$ cat config.mk
export PLATFORM = sky130hd
export DESIGN_NAME = v_word_serializer
export DESIGN_NICKNAME = d
export VERILOG_FILES = /design/src/rtl/v_word_serializer_pkg.sv /design/src/rtl/v_strobe_prescaler.sv /design/src/rtl/v_word_serializer.sv
export SDC_FILE = /design/constraint.sdc
export NUM_CORES = 1
export LEC_CHECK = 0
export BUFFER_PORTS_ARGS = -buffer_cell sky130_fd_sc_hd__clkbuf_2
export CORE_ASPECT_RATIO = 2
export CORE_MARGIN = 2
export CORE_UTILIZATION = 40
export CTS_BUF_LIST = sky130_fd_sc_hd__clkbuf_4
export DETAILED_ROUTE_END_ITERATION = 8
export PLACE_DENSITY = 0.62
export SLEW_MARGIN = 20
export SYNTH_ARGS = -nofsm -noshare
export SYNTH_HDL_FRONTEND = slang
export SYNTH_HIERARCHICAL = 1
export SYNTH_SLANG_ARGS = --single-unit
$ cat constraint.sdc
create_clock -name clk -period 4.9 [get_ports clk]
set_input_delay 0.49 -clock clk [delete_from_list [all_inputs] [get_ports clk]]
set_output_delay 0.49 -clock clk [all_outputs]
set_load 0.01 [all_outputs]
$ cat src/rtl/v_word_serializer_pkg.sv
// -----------------------------------------------------------------------------
// v_word_serializer_pkg
//   Shared definitions for the word serializer and its strobe prescaler:
//   FSM state encoding and a counter-width helper.
// -----------------------------------------------------------------------------
package v_word_serializer_pkg;

  // Serializer FSM states.
  typedef enum logic {
    S_IDLE  = 1'b0,
    S_SHIFT = 1'b1
  } state_t;

  // Bits needed to count 0..n-1. Never returns less than 1, so that a
  // count of 1 still gets a legal one-bit vector.
  function automatic int cnt_width(input int n);
    return (n > 1) ? $clog2(n) : 1;
  endfunction

endpackage

$ cat src/rtl/v_strobe_prescaler.sv
// -----------------------------------------------------------------------------
// v_strobe_prescaler
//   Free-running divide-by-DIV counter that produces a one-cycle strobe on
//   the last count of every period while running.
// Ports
//   clk      in   rising-edge clock
//   rst      in   asynchronous active-high reset
//   run      in   count while high; the counter is held at 0 while low
//   restart  in   force the counter back to 0 at the next edge
//   strobe   out  run & (count == DIV-1)
// -----------------------------------------------------------------------------
module v_strobe_prescaler
  import v_word_serializer_pkg::*;
#(
  parameter int DIV = 4
) (
  input  logic clk,
  input  logic rst,
  input  logic run,
  input  logic restart,
  output logic strobe
);

  localparam int             CW   = cnt_width(DIV);
  localparam logic [CW-1:0]  LAST = CW'(DIV - 1);

  logic [CW-1:0] r_cnt;

  // NOTE: state is updated with non-blocking assignments so every flop samples
  // pre-edge values, independent of the order the always blocks are evaluated.
  always_ff @(posedge clk or posedge rst) begin
    if (rst) begin
      r_cnt <= '0;
    end else if (restart || !run) begin
      r_cnt <= '0;
    end else if (r_cnt == LAST) begin
      r_cnt <= '0;
    end else begin
      r_cnt <= r_cnt + CW'(1);
    end
  end

  // With DIV=1 the counter is stuck at 0 and the strobe follows run.
  assign strobe = run && (r_cnt == LAST);

endmodule

$ cat src/rtl/v_word_serializer.sv
// -----------------------------------------------------------------------------
// v_word_serializer
//   Parallel-to-serial front end. Accepts WIDTH-bit words on a valid/ready
//   handshake, buffers one extra word, and emits one bit per DIV clocks on
//   so with a one-cycle so_en strobe. A buffered word is loaded on the edge
//   that consumes the last bit of the current word, so back-to-back words
//   stream with an unbroken strobe period.
// Ports
//   clk        in   rising-edge clock
//   rst        in   asynchronous active-high reset
//   din        in   parallel word, sampled only at the accept edge
//   din_valid  in   din is valid
//   din_ready  out  hold register empty (flop-only, no path from din_valid)
//   so         out  serial bit (0 outside SHIFT)
//   so_en      out  one-cycle bit strobe
//   busy       out  shifting or hold register full
//   word_done  out  one-cycle pulse the cycle after a word's last strobe
// -----------------------------------------------------------------------------
module v_word_serializer
  import v_word_serializer_pkg::*;
#(
  parameter int WIDTH     = 8,
  parameter int DIV       = 4,
  parameter int MSB_FIRST = 1
) (
  input  logic             clk,
  input  logic             rst,
  input  logic [WIDTH-1:0] din,
  input  logic             din_valid,
  output logic             din_ready,
  output logic             so,
  output logic             so_en,
  output logic             busy,
  output logic             word_done
);

  localparam int            BW       = cnt_width(WIDTH);
  localparam logic [BW-1:0] BIT_LAST = BW'(WIDTH - 1);

  state_t           r_state;
  state_t           w_state_nxt;
  logic [WIDTH-1:0] r_shreg;
  logic [WIDTH-1:0] r_hold;
  logic             r_hold_full;
  logic [BW-1:0]    r_bitcnt;
  logic             r_word_done;

  logic w_strobe;
  logic w_accept;
  logic w_last;
  logic w_load_din;
  logic w_load_hold;
  logic w_hold_wr;

  assign din_ready = !r_hold_full;
  assign w_accept  = din_valid && din_ready;
  assign w_last    = w_strobe && (r_bitcnt == BIT_LAST);

  v_strobe_prescaler #(
    .DIV(DIV)
  ) u_prescaler (
    .clk    (clk),
    .rst    (rst),
    .run    (r_state == S_SHIFT),
    .restart(w_load_din || w_load_hold),
    .strobe (w_strobe)
  );

  // Next-state and load decode.
  // NOTE: every output of this block gets a default first; a missing branch
  // would otherwise infer a latch.
  always_comb begin
    w_state_nxt = r_state;
    w_load_din  = 1'b0;
    w_load_hold = 1'b0;
    w_hold_wr   = 1'b0;
    unique case (r_state)
      S_IDLE: begin
        // Hold is always empty here, so the word bypasses it.
        if (w_accept) begin
          w_load_din  = 1'b1;
          w_state_nxt = S_SHIFT;
        end
      end
      S_SHIFT: begin
        if (w_last) begin
          if (r_hold_full) begin
            w_load_hold = 1'b1;
          end else if (w_accept) begin
            w_load_din  = 1'b1;
          end else begin
            w_state_nxt = S_IDLE;
          end
        end else if (w_accept) begin
          w_hold_wr = 1'b1;
        end
      end
      default: w_state_nxt = S_IDLE;
    endcase
  end

  always_ff @(posedge clk or posedge rst) begin
    if (rst) begin
      r_state <= S_IDLE;
    end else begin
      r_state <= w_state_nxt;
    end
  end

  // Shift register and bit counter. Shifting moves bits toward the output
  // end with zero fill.
  always_ff @(posedge clk or posedge rst) begin
    if (rst) begin
      r_shreg  <= '0;
      r_bitcnt <= '0;
    end else if (w_load_din) begin
      r_shreg  <= din;
      r_bitcnt <= '0;
    end else if (w_load_hold) begin
      r_shreg  <= r_hold;
      r_bitcnt <= '0;
    end else if (w_strobe) begin
      if (MSB_FIRST != 0) begin
        r_shreg <= {r_shreg[WIDTH-2:0], 1'b0};
      end else begin
        r_shreg <= {1'b0, r_shreg[WIDTH-1:1]};
      end
      r_bitcnt <= r_bitcnt + BW'(1);
    end
  end

  // One-word holding buffer.
  // NOTE: the hold data is reset along with its full flag even though the
  // flag alone qualifies it; a single register costs nothing to clear and it
  // keeps reset state fully deterministic.
  always_ff @(posedge clk or posedge rst) begin
    if (rst) begin
      r_hold      <= '0;
      r_hold_full <= 1'b0;
    end else if (w_load_hold) begin
      r_hold_full <= 1'b0;
    end else if (w_hold_wr) begin
      r_hold      <= din;
      r_hold_full <= 1'b1;
    end
  end

  always_ff @(posedge clk or posedge rst) begin
    if (rst) begin
      r_word_done <= 1'b0;
    end else begin
      r_word_done <= w_last;
    end
  end

  assign so_en     = w_strobe;
  assign so        = (r_state == S_SHIFT) &&
                     ((MSB_FIRST != 0) ? r_shreg[WIDTH-1] : r_shreg[0]);
  assign busy      = (r_state == S_SHIFT) || r_hold_full;
  assign word_done = r_word_done;

endmodule

; ---- Word level (Yosys, flattened, before mapping)
; Index checks and enable logic that the tools add are counted.
[word_totals]
reg_bits = 24
output_inout_bits = 5
wordCells = 47
[op_classes]
n_addsub = 2
eq_ne = 2
muxes = 22
n_bitwise = 2
n_reduce_logical = 12
[ops]
columns = op, count
row1 = 2-to-1 mux 8 bit, 3
row2 = 2-to-1 mux 1 bit, 12
row3 = 2-to-1 mux 3 bit, 3
row4 = logical AND 1 bit, 4
row5 = 2-to-1 mux 2 bit, 2
row6 = case mux 1 bit (2 select lines), 2
row7 = adder 3 x 1 -> 3 bit (second input constant), 1
row8 = == test 3 bit (second input constant), 1
row9 = logical OR 1 bit, 3
row10 = nonzero test 3 bit, 1
row11 = adder 2 x 1 -> 2 bit (second input constant), 1
row12 = == test 2 bit (second input constant), 1
row13 = logical NOT 1 bit, 2
row14 = inverter 1 bit, 2
row15 = AND reduction 2 bit, 1
row16 = nonzero test 2 bit, 1

; ---- Logic depth before layout (Yosys ltp)
[logic_depth]
depth_word = 9
ltp_mapped = 7
ltp_nobuf = 5

; ---- Modules after synthesis
; Netlist, hierarchy kept.
[by_module_without_submodules]
columns = module, n_inst, cells_per_inst, area_each_um2, seq_area_each_um2
row1 = v_word_serializer, 1, 95, 1148.6, 550.5
row2 = v_strobe_prescaler, 1, 7, 96.3, 50.0

; ---- Worst setup path before layout
; No wires, ideal clock.
[synth_timing]
path_kind = register to register
startpoint = register u_prescaler.r_cnt[0]
endpoint = register r_hold[0]
setup_time_ns = 0.125
t_arrival_ns = 1.571
t_required_ns = 4.775
path_slack_ns = 3.204
stages_incl_launch_ff = 7
synth_period_minus_slack_ns = 1.696
cell_sequence = dfrtp_1 ha_1 and2_1 clkbuf_8 a21boi_4 nand2_4 mux2_4
[synth_via]
elab_chain_cells = 7
elab_cells_between_ends = 9
classes_between = eq/ne (1) / mux (4) / bitwise (1) / reduce/logical (3)
[synth_rtl]
columns = item, line
row1 = from (decl), v_strobe_prescaler.sv:27  ; logic [CW-1:0] r_cnt;
row2 = from (signal assigned), v_strobe_prescaler.sv:39  ; r_cnt <= r_cnt + CW'(1);
row3 = == test 2 bit *, v_strobe_prescaler.sv:44  ; assign strobe = run && (r_cnt == LAST);
row4 = logical AND 1 bit *, v_strobe_prescaler.sv:44
row5 = net so_en, v_word_serializer.sv:32  ; output logic so_en,
row6 = logical AND 1 bit *, v_word_serializer.sv:57  ; assign w_last = w_strobe && (r_bitcnt == BIT_LAST);
row7 = 2-to-1 mux 1 bit, v_word_serializer.sv:86  ; if (w_last) begin
row8 = 2-to-1 mux 1 bit, v_word_serializer.sv:77  ; unique case (r_state)
row9 = inverter 1 bit (no source line), n/a
row10 = AND reduction 2 bit (no source line) *, n/a
row11 = to (signal assigned), v_word_serializer.sv:143  ; r_hold <= din;
row12 = to (decl), v_word_serializer.sv:43  ; logic [WIDTH-1:0] r_hold;
; The timed path passes the listed nets; every way through them passes the cells marked *.
; A chain may end at the register's enable or synchronous reset.

; ---- Final worst setup path
[layout_timing]
startpoint = register r_state
endpoint = output so_en
[layout_via]
elab_chain_cells = 1
[layout_rtl]
columns = item, line
row1 = from (decl), v_word_serializer.sv:40  ; state_t r_state;
row2 = from (signal assigned), v_word_serializer.sv:106  ; r_state <= w_state_nxt;
row3 = logical AND 1 bit, v_strobe_prescaler.sv:44
row4 = to (decl), v_word_serializer.sv:32
; No other way between the ends.

==> results.json <==
{
  "numCtsBuffers": 3,
  "status": "finished clean",
  "gp_congestion": 0.705,
  "critical_path_class": "flip-flop to output pin",
  "reg2reg_slack_ns": 2.95,
  "routed-via-count": 799,
  "io_buffers": 15,
  "final-setup-viol-count": 0,
  "clkTransAtPathRegs_ns": 0.14,
  "die_h_um": 82.9,
  "wire_per_inst_um": 15.2,
  "vias_per_cell": 5.44,
  "cts_tree": "built",
  "ioPinCount": 16,
  "synth_warnings": 6,
  "grt_overflow": 0,
  "p_int_mw": 0.333,
  "hpwl_um": 1640,
  "period_share_pct": 43.4,
  "rsz0062_at_grt": "false",
  "fin_skew_ns": 0.0131,
  "die_area_mm2": 0.00360,
  "drt_first_pass_iters": 4,
  "finalWirelength_um": 2240,
  "worstPathRequired_ns": 4.41,
  "worstPathArrival_ns": 1.63,
  "clock_sinks": 24,
  "swShare_pct": 21.3,
  "die_w_um": 43.5,
  "power.leakage_nw": 0.707,
  "netlist_area_mm2": 0.00124,
  "fin_nets": 132,
  "layout_common_cells": "24 x dfrtp_1, 15 x clkbuf_2, 13 x inv_1, 9 x mux2i_1",
  "end_kind": "output pin",
  "drv_cap": 0,
  "hold_class": "input port to flip-flop",
  "power_density_mw_per_mm2": 308,
  "grt_pass1_vias": 875,
  "synthDistinctLibCells": 29,
  "clockRootBuffer": "clkbuf_4",
  "cp-start-kind": "flip-flop",
  "pwr-share-seq_pct": 54.5,
  "synth_nets": 116,
  "path_max_fanout": 11,
  "drive_gt1_share_pct": 31.6,
  "ff2ff_path_depth": 4,
  "yosysSeqAreaShare_pct": 48.2,
  "synth_seq_cells": 24,
  "clkPwrFrac_pct": 34.0,
  "grt_first_pass_wirelength_um": 3900,
  "hold_slack_ns": 0.402,
  "min_path_cells": 3,
  "power_frac_comb_pct": 11.5,
  "power.switching_mw": 0.0903,
  "core.rowCount": 28,
  "drtIter0Drc": 23,
  "syn_inst": 102,
  "cts.path.max_buffers": 2,
  "worst_pin_slew_ns": 0.834,
  "initial_core_util_pct": 41.8,
  "tns_ns": 0,
  "track_usage_pct": 14.2,
  "maxSlewViolCount": 0,
  "fin_crit_ns": 2.12,
  "ir_drop_uv": 211,
  "synth.avg_cell_area_um2": 12.2,
  "clock_latency_ns": 0.32,
  "ant_nets": 0,
  "syn_to_final_growth_pct": 10.2,
  "layout_commonest_cell": "dfrtp_1",
  "grt_max_degree": 23,
  "core_area_mm2": 0.00298,
  "hold_violations": 0,
  "diodes": 0,
  "h-tree-depth": 1,
  "slew_headroom_pct": 44.3,
  "drc": 0,
  "antenna_found_initial": 0,
  "fmax_ghz": 0.471
}
## routing by layer
metal	part of all wire [%]	global-route usage [%]	routed length [um]
met5	0	0	0
met4	1.1	6.61	25
met3	2.5	1.30	55
met2	56	24.8	1250
met1	41	16.8	913
## sequential cells by signal (all words and copies together), names as in the netlist
name and flops:
r_shreg 8, r_state 1, r_hold 8, word_done 1, u_prescaler/r_cnt 2, r_bitcnt 3, r_hold_full 1
## logic make-up (layout without fill, tap and decap cells)
| group | Yosys count | count (layout) | share of synthesized area [%] |
|---|---|---|---|
| DFF | 24 | 24 | 48.2 |
| xor gates and xnor gates | 1 | 1 | 0.704 |
| buffers and inverters | 18 | 33 | 7.84 |
| adders and majority gates | 3 | 3 | 3.02 |
| AOI/OAI and AO/OA | 14 | 14 | 10.4 |
| muxes | 17 | 17 | 16.9 |
| and+or+nand+nor | 25 | 25 | 13.0 |
## worst max-delay path, stage by stage (launching register included)
cell and delay (ns):
dfrtp_1 0.56, and2_1 0.52, clkbuf_2 0.23
## metrics by stage
stage / utilization [%] / power, mW / instance area (um2) / instances / setup WS [ns]
after floorplan: - / 0.271 / 1240 / 102 / 3.20
after global placement: 43.9 / 0.282 / 1310 / 142 / 3.02
after detailed placement: 43.9 / 0.283 / 1310 / 142 / 2.95
after CTS: 46.1 / 0.428 / 1370 / 147 / 2.76
after global routing: 46.1 / 0.441 / 1370 / 147 / 2.62
final: 46.1 / 0.423 / 1370 / 147 / 2.78
## power groups by stage
stage / clock, mW / combinational (mW) / sequential [mW]
finish: 0.144 / 0.0488 / 0.230
floorplan: 0 / 0.0422 / 0.229
global placement: 0 / 0.0481 / 0.234
global route: 0.154 / 0.0540 / 0.233
detailed placement: 0 / 0.0483 / 0.234
CTS: 0.148 / 0.0497 / 0.231
## final timing paths
kind / start / end
setup reg to reg: r_state / u_prescaler/r_cnt[1]
hold / removal: din[1] / r_shreg[1]
setup / recovery: r_state / so_en
max in group asynchronous: rst / r_hold[4]
min in group asynchronous: rst / u_prescaler/r_cnt[0]
hold reg to reg: u_prescaler/r_cnt[0] / u_prescaler/r_cnt[0]
## synthesized netlist by cell type, drive strengths merged
cell type  instances  area, um2
a21bo              1       10.0
a21boi             1       18.8
a21oi              1       5.00
and2               2       13.8
and3b              1       8.76
buf                3       30.0
clkbuf             2       18.8
dfrtp             24        601
ha                 3       37.5
inv               13       48.8
mux2               8        120
mux2i              9       90.1
nand2              6       30.0
nand2b             1       6.26
nand3              8       40.0
nand4              1       21.3
nor2               3       11.3
nor2b              1       8.76
nor4b              1       15.0
o21ai              2       13.8
o21bai             1       11.3
o221ai             8       70.1
or2                1       6.26
xnor2              1       8.76
## what timing repair did
| item | 4_1_cts | 5_1_grt |
|---|---|---|
| gates resized for setup | 0 | 0 |
| hold buffers | 1 | 0 |
| endpoints found under the hold margin | 2 | 0 |
| buffers inserted | 0 | 0 |
## layout make-up
cell class,count,area (um2)
timing repair buffer,16,85.1
tap,30,37.5
fill,269,1610
clock inverter,1,30.0
multi-input combinational,60,547
inverter,13,48.8
sequential,24,601
clock buffer,3,22.5
Power figures use the tool's default switching activity.
